$ cat src/rtl/game_pkg.sv
// Shared definitions for the game controller: state encoding, key codes and
// default parameter values.
package game_pkg;

    typedef enum logic [1:0] {
        IDLE = 2'd0,
        RUN  = 2'd1,
        OVER = 2'd2
    } state_e;

    localparam int unsigned KEY_W   = 2;
    localparam int unsigned SCORE_W = 16;
    localparam int unsigned SPEED_W = 4;

    localparam logic [KEY_W-1:0] KEY_NONE = 2'b00;
    localparam logic [KEY_W-1:0] KEY_JUMP = 2'b01;
    localparam logic [KEY_W-1:0] KEY_DUCK = 2'b10;

    localparam int unsigned DEBOUNCE_N_DEF = 4;
    localparam int unsigned SPEED_STEP_DEF = 100;
    localparam int unsigned MAX_SPEED_DEF  = 8;

endpackage

$ cat src/rtl/key_debounce.sv
// Two-flop synchroniser followed by a counter debouncer: the level flips only
// after DEBOUNCE_N consecutive synchronised samples disagree with it.
module key_debounce #(
    parameter int unsigned DEBOUNCE_N = 4
) (
    input  logic myclk,
    input  logic rst,
    input  logic btn,
    output logic level
);

    localparam int unsigned CNT_W = (DEBOUNCE_N > 1) ? $clog2(DEBOUNCE_N) : 1;

    logic             sync1_q, sync1_d;
    logic             sync2_q, sync2_d;
    logic             level_q, level_d;
    logic [CNT_W-1:0] cnt_q, cnt_d;

    // Count disagreeing samples; any agreeing sample restarts the run.
    always_comb begin
        sync1_d = btn;
        sync2_d = sync1_q;
        level_d = level_q;
        cnt_d   = cnt_q;
        if (sync2_q == level_q) begin
            cnt_d = '0;
        end else if (cnt_q == CNT_W'(DEBOUNCE_N - 1)) begin
            level_d = sync2_q;
            cnt_d   = '0;
        end else begin
            cnt_d = cnt_q + CNT_W'(1);
        end
    end

    always_ff @(posedge myclk) begin
        if (rst) begin
            sync1_q <= 1'b0;
            sync2_q <= 1'b0;
            level_q <= 1'b0;
            cnt_q   <= '0;
        end else begin
            sync1_q <= sync1_d;
            sync2_q <= sync2_d;
            level_q <= level_d;
            cnt_q   <= cnt_d;
        end
    end

    assign level = level_q;

endmodule

$ cat src/rtl/game_ctrl.sv
// Game controller: debounced buttons, IDLE/RUN/OVER state machine, BCD score
// and scroll-speed level for the dino renderer and obstacle stage.
module game_ctrl
    import game_pkg::*;
#(
    parameter int unsigned DEBOUNCE_N = DEBOUNCE_N_DEF,
    parameter int unsigned SPEED_STEP = SPEED_STEP_DEF,
    parameter int unsigned MAX_SPEED  = MAX_SPEED_DEF
) (
    input  logic               myclk,
    input  logic               rst,
    input  logic               btn_jump,
    input  logic               btn_duck,
    input  logic               frame_tick,
    input  logic               hit,
    output logic [KEY_W-1:0]   key,
    output logic               over,
    output logic               running,
    output logic [SCORE_W-1:0] score,
    output logic [SPEED_W-1:0] speed
);

    localparam int unsigned FRAME_W = (SPEED_STEP > 1) ? $clog2(SPEED_STEP) : 1;

    logic jump_lvl, duck_lvl, jump_press_c;

    state_e               state_q, state_d;
    logic [SCORE_W-1:0]   score_q, score_d;
    logic [SPEED_W-1:0]   speed_q, speed_d;
    logic [FRAME_W-1:0]   frame_q, frame_d;
    logic                 hit_q, hit_d;
    logic                 jump_prev_q, jump_prev_d;
    logic [KEY_W-1:0]     key_q, key_d;
    logic                 over_q, over_d;
    logic                 running_q, running_d;
    logic                 hit_now_c;

    key_debounce #(.DEBOUNCE_N(DEBOUNCE_N)) u_jump (
        .myclk (myclk),
        .rst   (rst),
        .btn   (btn_jump),
        .level (jump_lvl)
    );

    key_debounce #(.DEBOUNCE_N(DEBOUNCE_N)) u_duck (
        .myclk (myclk),
        .rst   (rst),
        .btn   (btn_duck),
        .level (duck_lvl)
    );

    // Four-digit BCD increment that sticks at 9999.
    function automatic logic [SCORE_W-1:0] bcd_inc(input logic [SCORE_W-1:0] v);
        logic [SCORE_W-1:0] r;
        logic               carry;
        r     = v;
        carry = 1'b1;
        if (v != 16'h9999) begin
            for (int i = 0; i < 4; i++) begin
                if (carry) begin
                    if (r[i*4 +: 4] == 4'd9) begin
                        r[i*4 +: 4] = 4'd0;
                    end else begin
                        r[i*4 +: 4] = r[i*4 +: 4] + 4'd1;
                        carry       = 1'b0;
                    end
                end
            end
        end
        return r;
    endfunction

    assign jump_press_c = jump_lvl & ~jump_prev_q;
    assign hit_now_c    = hit_q | hit;

    always_comb begin
        state_d     = state_q;
        score_d     = score_q;
        speed_d     = speed_q;
        frame_d     = frame_q;
        hit_d       = hit_q;
        jump_prev_d = jump_lvl;
        unique case (state_q)
            IDLE, OVER: begin
                if (jump_press_c) begin
                    state_d = RUN;
                    score_d = '0;
                    speed_d = SPEED_W'(1);
                    frame_d = '0;
                    hit_d   = 1'b0;
                end
            end
            RUN: begin
                hit_d = hit_now_c;
                // A collision anywhere in the frame ends the game at its tick.
                if (frame_tick) begin
                    if (hit_now_c) begin
                        state_d = OVER;
                    end else begin
                        score_d = bcd_inc(score_q);
                        if (frame_q == FRAME_W'(SPEED_STEP - 1)) begin
                            frame_d = '0;
                            if (speed_q < SPEED_W'(MAX_SPEED)) begin
                                speed_d = speed_q + SPEED_W'(1);
                            end
                        end else begin
                            frame_d = frame_q + FRAME_W'(1);
                        end
                    end
                end
            end
            default: state_d = IDLE;
        endcase

        // Key follows the debounced levels only while the next state is RUN.
        key_d = KEY_NONE;
        if (state_d == RUN) begin
            if (jump_lvl) begin
                key_d = KEY_JUMP;
            end else if (duck_lvl) begin
                key_d = KEY_DUCK;
            end
        end
        running_d = (state_d == RUN);
        over_d    = (state_d == OVER);
    end

    always_ff @(posedge myclk) begin
        if (rst) begin
            state_q     <= IDLE;
            score_q     <= '0;
            speed_q     <= SPEED_W'(1);
            frame_q     <= '0;
            hit_q       <= 1'b0;
            jump_prev_q <= 1'b0;
            key_q       <= KEY_NONE;
            over_q      <= 1'b0;
            running_q   <= 1'b0;
        end else begin
            state_q     <= state_d;
            score_q     <= score_d;
            speed_q     <= speed_d;
            frame_q     <= frame_d;
            hit_q       <= hit_d;
            jump_prev_q <= jump_prev_d;
            key_q       <= key_d;
            over_q      <= over_d;
            running_q   <= running_d;
        end
    end

    assign key     = key_q;
    assign over    = over_q;
    assign running = running_q;
    assign score   = score_q;
    assign speed   = speed_q;

endmodule
$ cat config.mk
export PLATFORM = sky130hd
export DESIGN_NAME = game_ctrl
export DESIGN_NICKNAME = d
export VERILOG_FILES = /design/src/rtl/game_pkg.sv /design/src/rtl/key_debounce.sv /design/src/rtl/game_ctrl.sv
export SDC_FILE = /design/constraint.sdc
export NUM_CORES = 1
export LEC_CHECK = 0
export CORE_UTILIZATION = 24
export DETAILED_ROUTE_END_ITERATION = 10
export PLACE_DENSITY_LB_ADDON = 0.25
export SETUP_SLACK_MARGIN = 0.5
export SLEW_MARGIN = 20
export SYNTH_ARGS = -nofsm -noshare
export SYNTH_HDL_FRONTEND = slang
export SYNTH_SLANG_ARGS = --single-unit
$ cat constraint.sdc
create_clock -name myclk -period 2.1 [get_ports myclk]
set_clock_uncertainty 0.2 [all_clocks]
set_input_delay 0.42 -clock myclk [delete_from_list [all_inputs] [get_ports myclk]]
set_output_delay 0.42 -clock myclk [all_outputs]
set_load 0.1 [all_outputs]
-- After elaboration in Yosys (flattened, before gate mapping)
Cells that the tools add are included.
- flip-flop bits (word level): 45
- input bits: 6
- add/subtract/negate cells: 8
- magnitude comparators: 1
- equality and inequality tests: 23
- mux-type cells: 48
- bitwise operators: 6
- reduce and logical (&&, ||, !) cells: 16
- operators with widths (operator ; number):
    two-way mux 16 bit ; 4
    two-way mux 4 bit ; 12
    one-hot mux 16 bit (2 select lines) ; 1
    two-way mux 7 bit ; 4
    AND reduction 6 bit ; 4
    adder 4 x 1 -> 4 bit (second input constant) ; 5
    two-way mux 1 bit ; 19
    != test 2 bit (second input constant) ; 9
    equality test 4 bit (second input constant) ; 4
    != test 16 bit (second input constant) ; 1
    one-hot mux 7 bit (2 select lines) ; 1
    OR reduction 3 bit ; 3
    equality test 2 bit (second input constant) ; 4
    two-way mux 2 bit ; 4
    one-hot mux 4 bit (2 select lines) ; 1
    adder 7 x 1 -> 7 bit (second input constant) ; 1
    equality test 7 bit (second input constant) ; 1
    AND reduction 2 bit ; 3
    AND reduction 5 bit ; 1
    adder 2 x 1 -> 2 bit (second input constant) ; 2
    equality test 2 x 1 -> 1 bit (second input constant) ; 2
    < comparator 4 bit (second input constant) ; 1
    NOT 1 bit ; 4
    one-hot mux 2 bit (2 select lines) ; 1
    other kinds (8) ; 10

-- Logic depth before layout (Yosys ltp)
Gate-level depths: netlist (run 1).
- word-level depth: 21
- mapped depth: 8
- gate-level depth less buffers: 7

-- By module
From an unflattened synthesis (run 1), not the netlist that was laid out.
- cells, all modules: 233
- area, all modules: 2142.1 sq um
- by module, submodules not included (module ; instances ; cells an instance ; area an instance (sq um)):
    game_ctrl ; 1 ; 207 ; 1804.2
    key_debounce ; 2 ; 13 ; 168.9

-- Worst setup path before layout (run 1)
No wires, ideal clock.
- path kind: flip-flop to flip-flop
- from: register score_q[0], in the netlist score[0]
- to: register score_q[5], in the netlist score[5]
- arrival time: 2.473 ns
- required time: 1.779 ns
- slack: -0.694 ns
- stages on the path, launching flop included: 7
- path buffers: 0
- cell sequence: dfxtp_1 > ha_1 > nand3b_1 > or4_4 > nand2_4 > nor2_2 > mux2_4
- word-level cells in the longest chain between the ends: 8
- elaborated cells on any way between the ends: 10
- RTL lines (element ; line ; text):
    start, declared ; game_ctrl.sv:28 ; logic [SCORE_W-1:0] score_q, score_d;
    start signal, assigned ; game_ctrl.sv:141 ; score_q <= score_d;
    equality test 4 bit ; game_ctrl.sv:61 ; if (r[i*4 +: 4] == 4'd9) begin
    two-way mux 1 bit ; game_ctrl.sv:61 ;
    two-way mux 1 bit ; game_ctrl.sv:58 ; if (v != 16'h9999) begin
    two-way mux 1 bit ; game_ctrl.sv:97 ; if (hit_now_c) begin
    two-way mux 1 bit ; game_ctrl.sv:96 ; if (frame_tick) begin
    two-way mux 1 bit ; game_ctrl.sv:83 ; unique case (state_q)
    != test 2 bit (no line) ; -- ;
    AND reduction 6 bit (no line) (*) ; -- ;
Every way passes the cells marked *; elsewhere a longest branch is shown, timed or not. The select of a mux whose other input is x is not followed.
A chain may end at the register's enable or synchronous reset.

-- Worst setup path after layout (run 1)
- from: register score_q[1], in the netlist score[1]
- to: register score_q[5], in the netlist score[5]
The elaborated chain is that of the path after synthesis.

==> results of run 1 <==
[report_power, final]
| group | internal (uW) | switching, uW | total [uW] |
|---|---|---|---|
| clock network | 251 | 335 | 587 |
| registers | 842 | 1.94 | 843 |
| logic | 22.9 | 24.6 | 47.5 |
[logic make-up after synthesis]
group,count (synthesis)
AO/OA/AOI/OAI,43
XOR/XNOR,10
adder cells (fa/ha/maj),12
buffers and inverters,18
flip-flops,45
multiplexers,3
AND/OR/NAND/NOR,107
[worst register-to-register path, stage by stage, from the launching register on]
cell,delay [ps]
dfxtp_4,350
inv_2,50
ha_4,120
nand3b_1,140
or4_4,590
nand2_4,110
buf_6,100
nor2_4,30
mux2_4,300
[registers in the layout, summed over array words and instances, names as in the netlist]
register	flops
key	2
u_duck.level	1
u_duck.cnt_q	2
u_jump.cnt_q	2
state_q	2
u_jump.sync2_q	1
u_duck.sync2_q	1
u_duck.sync1_q	1
frame_q	7
jump_prev_q	1
running	1
u_jump.level	1
score	16
over	1
speed	4
u_jump.sync1_q	1
hit_q	1
[cell type report]
cell class | instances | area, um^2 | area share, %
multi-input combinational | 176 | 1360 | 38.9
inverter | 10 | 37.5 | 1.07
timing repair buffer | 74 | 917 | 26.2
sequential | 45 | 957 | 27.3
tap | 105 | 131 | 3.75
clock buffer | 5 | 68.8 | 1.96
clock inverter | 3 | 28.8 | 0.821
[synthesized netlist by cell type (all sizes together)]
library cell  instances
nor4                  2
nand3b                3
a41o                  1
a31oi                 5
inv                  10
nor4b                 2
a21oi                19
xor2                  4
xnor2                 6
a31o                  1
or3                   6
nand2b                3
and2                  1
nor2                 31
ha                   12
nand3                 6
o21ai                12
dfxtp                45
buf                   5
clkbuf                3
mux2                  1
nor2b                 8
mux2i                 2
or2                   1
nand2                17
or2b                  1
nand4b                2
nor3b                 3
or4                   7
and3                  2
o21bai                1
and3b                 1
o31ai                 4
or3b                  1
nand4                 5
nor3                  5
[layer usage]
layer	share of wire, %	track usage [%]
met1	45	15.9
met2	50	21.1
met3	4.1	3.08
met4	1.3	3.86
met5	0	0
[stage by stage]
| step | total power [uW] | setup TNS, ps |
|---|---|---|
| floorplan | 884 | -127 |
| global placement | 909 | -3090 |
| detailed placement | 910 | -3310 |
| CTS | 1500 | 0 |
| global route | 1540 | -231 |
| finish | 1480 | -3.68 |
[final timing paths]
kind / startpoint / endpoint / slack, ps / cells past startpoint
max: score[1]$_SDFFE_PP0P_ / score[5]$_SDFFE_PP0P_ / -4 / 8
min: u_duck.cnt_q[0]$_SDFF_PP0_ / u_duck.cnt_q[0]$_SDFF_PP0_ / 230 / 1
max reg2reg: score[1]$_SDFFE_PP0P_ / score[5]$_SDFFE_PP0P_ / -4 / 8
min reg2reg: u_duck.cnt_q[0]$_SDFF_PP0_ / u_duck.cnt_q[0]$_SDFF_PP0_ / 230 / 1
[what timing repair did]
item,CTS,global route
setup endpoints to repair,36,41
gates resized for setup,32,26
setup buffers,11,3
cloned,1,0
pin swaps,13,8
==> qor.txt, run 1 <==
Area grow syn2layout -> 65.9%
Synthesized area per cell -> 8.87 um^2
Clock period minus worst slack -> 2100 ps
PD cells -> 422 nW/um^2
DRT Wirelength -> 5280 um
Yosys cell types -> 46
Die Span Y -> 95.8 um
Slowest cell on crit path -> or4_4
Top cell type's share of synthesized area -> 42.7%
Tot GR Track Use -> 12.6%
Final-stage net count -> 330
First-pass GRT wire length -> 8980 um
Sequential fraction of the synthesis area -> 42.7%
Fin crit share -> 100%
Leak -> 0.00131 uW
Worst path max stage delay -> 590 ps
Gate Count Post-Synth -> 238
First-pass iteration count of the detailed router -> 4
CP cell instances -> inv_2 > ha_4 > nand3b_1 > or4_4 > nand2_4 > buf_6 > nor2_4 > mux2_4
Worst-path fanout max -> 3
Worst Setup Slack, final -> -3.68 ps
Setup crit end kind -> register
Final Util -> 41.8%
Synth Area in Adders -> 7.11%
Row cnt -> 33
CP arrival -> 2100 ps
Cts hold-fix bufs -> 0
Critical path type -> register to register
Multiplexer share of the synthesized area -> 1.66%
Dpl cell area -> 3030 um^2
Max Slew Vio Count -> 0
Failing checks -> setup timing
Iter 0 DRT Violations -> 67
Max-cap violations -> 0
WP buf/inv -> 2
Worst slew pin tran -> 660 ps
Antenna cells -> 0
Startpoint types -> register
Synth warn -> 0
Delay-heaviest family, CP -> simple AND/OR/NAND/NOR gates
DR vias/cell -> 4.71
Routability Congestion -> 0.791
Fmax -> 475 MHz
DP Cell Count -> 395
Synthesized-area fraction occupied by and/or/nand/nor cells -> 28.7%
Synthesized flop and latch total -> 45
Core area -> 8380 um^2
Most frequent cells in the layout -> nor2_1 (29), buf_4 (25), dfxtp_1 (24)
CTS buffer count -> 5
Number of global-route vias before repair -> 1940
Mapped cell area -> 2110 um^2
Chip width -> 95.8 um
Final ANT Viol Nets -> 0
Cell Count, Final, Fillers Out -> 418
Clock transition time at the flip-flop clock pins of the worst setup and hold paths -> 100 ps
CTS tree -> yes
Clock Latency Late Sink -> 310 ps
# IOs -> 30
Final setup viols -> 1
# port buffers -> 29
RSZ-0062 raised after global routing -> yes
WP data required -> 2090 ps
Outcome -> finished with violations
Fill count -> 830
CTS sink count -> 45
Slew headroom -> 55.8%
Routed length per placed instance -> 12.6 um
Post-synthesis xor/xnor area fraction -> 4.15%
Antenna violations before repair -> 0
Initial Util -> 25.2%
Commonest non-fill, non-tap cell in the layout -> nor2_1
Routed via count -> 1967
Synth top area cells -> dfxtp_1 (43%), ha_1 (7.1%), nor2_1 (5.3%)
Worst Hold Class -> register to register
H-tree depth -> 2
# DRC -> 0
Synth Area in Compound Gates -> 11.7%
Final std cell area, no fill -> 3500 um^2
DP Worst Slack -> -319 ps
Die Area -> 9180 um^2
Fraction of layout cells with a size suffix above 1 -> 45.0%
CTS max path bufs -> 2
Synth area leader -> dfxtp_1
Largest family of logic cells by synthesized area -> simple AND/OR/NAND/NOR gates
Grt total ovfl -> 0
VDD IR max -> 0.207 mV
Largest net degree at the start of global routing -> 21
Final hold slack -> 225 ps
Synth Net Count -> 256
Final hold violation count -> 0
Root buffer cell -> clkbuf_8
DP HPWL -> 3610 um
(Power assumes the default switching activity.)
==> inputs of run 2 (changes only) <==
CAP_MARGIN = 20   (was not set)
CTS_CLUSTER_SIZE = 12   (was not set)
==> results of run 2 <==
Final layout, timing and power as in run 1 (identical DEF).
==> inputs of run 3 (changes only) <==
CAP_MARGIN = not set   (was 20)
==> results of run 3 <==
Final layout, timing and power as in run 1 (identical DEF).
==> edit (flow settings as in run 2) <==
`SPEED_W`: 4 -> 6.
--- a/src/rtl/game_pkg.sv
+++ b/src/rtl/game_pkg.sv
@@ -12,3 +12,3 @@
     localparam int unsigned SCORE_W = 16;
-    localparam int unsigned SPEED_W = 4;
+    localparam int unsigned SPEED_W = 6;
 
Interface: changed (resized speed); port bits go from 30 to 32. The function was not compared with the original's and may differ.
==> edit against run 2 <==
The run still ends with setup timing left; sequential power is 4.5% higher; global-route usage is 0.42 points higher; count of clock-buffer cells in the layout is 2 higher; wire length is 29% higher; final area is 13% higher; worst setup slack worse by 0.0046 ns; power is 7.3% higher; sequential cell count is 2 higher; area after synthesis is 8.7% higher; critical endpoint is now speed[5].
==> edit: results (changes against run 2) <==
worst_slew_pin_slew_ns: 0.370  # was 0.660 ns
cp_arrival_ns: 2.17  # was 2.10 ns
crit_path_max_incr_delay_ns: 0.54  # was 0.59 ns
place.port_buffers: 31  # was 29
finalSetupViolations: 1  # unchanged
final_worst_path_setup_slack_ns: -0.00827  # was -0.00368 ns
synth_compound_gate_area_share_pct: 20.4  # was 11.7%
nets: 366  # was 330
switching_power_uw: 344  # was 362 uW
timing.critical_path.slowest_stage_cell: "sky130_fd_sc_hd__or4b_4"  # was sky130_fd_sc_hd__or4_4
synth_xor_area_share_pct: 1.14  # was 4.15%
peakVddDrop_mv: 0.216  # was 0.207 mV
dp_hpwl_um: 4450  # was 3610 um
violations_in_the_final_reports: "setup timing"  # unchanged
place_area_sq_mm: 0.00333  # was 0.00303 sq mm
routed_wire_length_per_instance_um: 14.2  # was 12.6 um
post_synth_adder_cell_area_pct: 6.54  # was 7.11%
worstRegToRegCells: 5  # was 8
place_inst: 440  # was 395
finalWirelength_um: 6790  # was 5280 um
syn_area_per_cell_sq_um: 8.86  # was 8.87 sq um
fillerInstances: 889  # was 830
route.detailed.vias_per_inst: 4.93  # was 4.71
maximum_number_of_pins_on_one_net_before_global_route_repair: 24  # was 21
comb_cell_power_uw: 57.1  # was 47.5 uW
synthMuxAreaShare_pct: 2.18  # was 1.66%
number_of_global_route_vias_before_repair: 2107  # was 1,940
worst_r2r_startpoint: "frame_q[4]"  # was score[1]
drt-initial-drc-count: 122  # was 67
grt_use_total_pct: 13.0  # was 12.6%
synth.top_cells.by_area: "sky130_fd_sc_hd__dfxtp_1 (41%), sky130_fd_sc_hd__ha_1 (6.5%), sky130_fd_sc_hd__nor2_1 (4.9%), sky130_fd_sc_hd__a21oi_1 (3.1%), sky130_fd_sc_hd__o21ai_0 (2.8%)"  # was sky130_fd_sc_hd__dfxtp_1 (43%), sky130_fd_sc_hd__ha_1 (7.1%), sky130_fd_sc_hd__nor2_1 (5.3%), sky130_fd_sc_hd__a21oi_1 (4.3%), sky130_fd_sc_hd__nand2_1 (2.8%)
drive_above_1_share_pct: 49.0  # was 45.0%
timing.critical_path.from: "frame_q[4]"  # was score[1]
worst-path-max-fanout: 7  # was 3
grt_first_pass_wirelength_um: 10300  # was 8980 um
power_density_over_the_cells_mw_per_mm2: 401  # was 422 mW/mm^2
ys_seq_area_share_pct: 41.0  # was 42.7%
status: "finished, violations left"  # unchanged
worstReg2RegEnd: "speed[5]"  # was score[5]
p_clk_share_pct: 40.8  # was 39.7%
[edit: what timing repair did]
item | CTS | global route
gates cloned | 0 | 1
setup buffers | 10 | 19
hold buffers | 0 | 0
setup endpoints to repair | 37 | 34
pin swaps | 11 | 18
resized for setup | 27 | 55
[edit: how the worst max path moves through the flow]
| stage | depth (start not counted) | end |
|---|---|---|
| 3_3_place_gp | 6 | speed[5] |
| 5_1_grt | 5 | speed[5] |
| 3_5_place_dp | 6 | speed[5] |
| 4_1_cts | 5 | speed[5] |
| 2_1_floorplan | 5 | speed[5] |
| 6_report | 5 | speed[5] |
[edit: routing by layer]
layer | share of wire (%) | global-route usage (%)
met1 | 45 | 17.8
met2 | 49 | 20.3
met4 | 1.5 | 5.09
met3 | 4.5 | 2.30
met5 | 0 | 0
[edit: layout make-up]
type                       instances  area share [%]
multi-input combinational        191            39.3
timing repair buffer              94            27.4
sequential                        47            25.3
tap                              129            4.08
clock buffer                       7            2.72
inverter                           9           0.981
clock inverter                     1           0.127
[edit: kinds of logic after synthesis]
family / after synthesis
xor+xnor: 3
fa+ha+maj: 12
buf+inv: 21
compound gates: 66
flops: 47
mux: 5
simple gates: 105
[edit: through the flow]
stage          hold slack [ns]  TNS (ns)  total power [uW]  setup WS, ns
2_1_floorplan            0.197         0               927        0.0364
3_3_place_gp             0.205     -5.81               958        -0.398
3_5_place_dp             0.218     -6.17               958        -0.416
4_1_cts                  0.231   -0.0336              1610       -0.0336
5_1_grt                  0.253    -0.127              1650       -0.0527
6_report                 0.224  -0.00827              1590      -0.00827
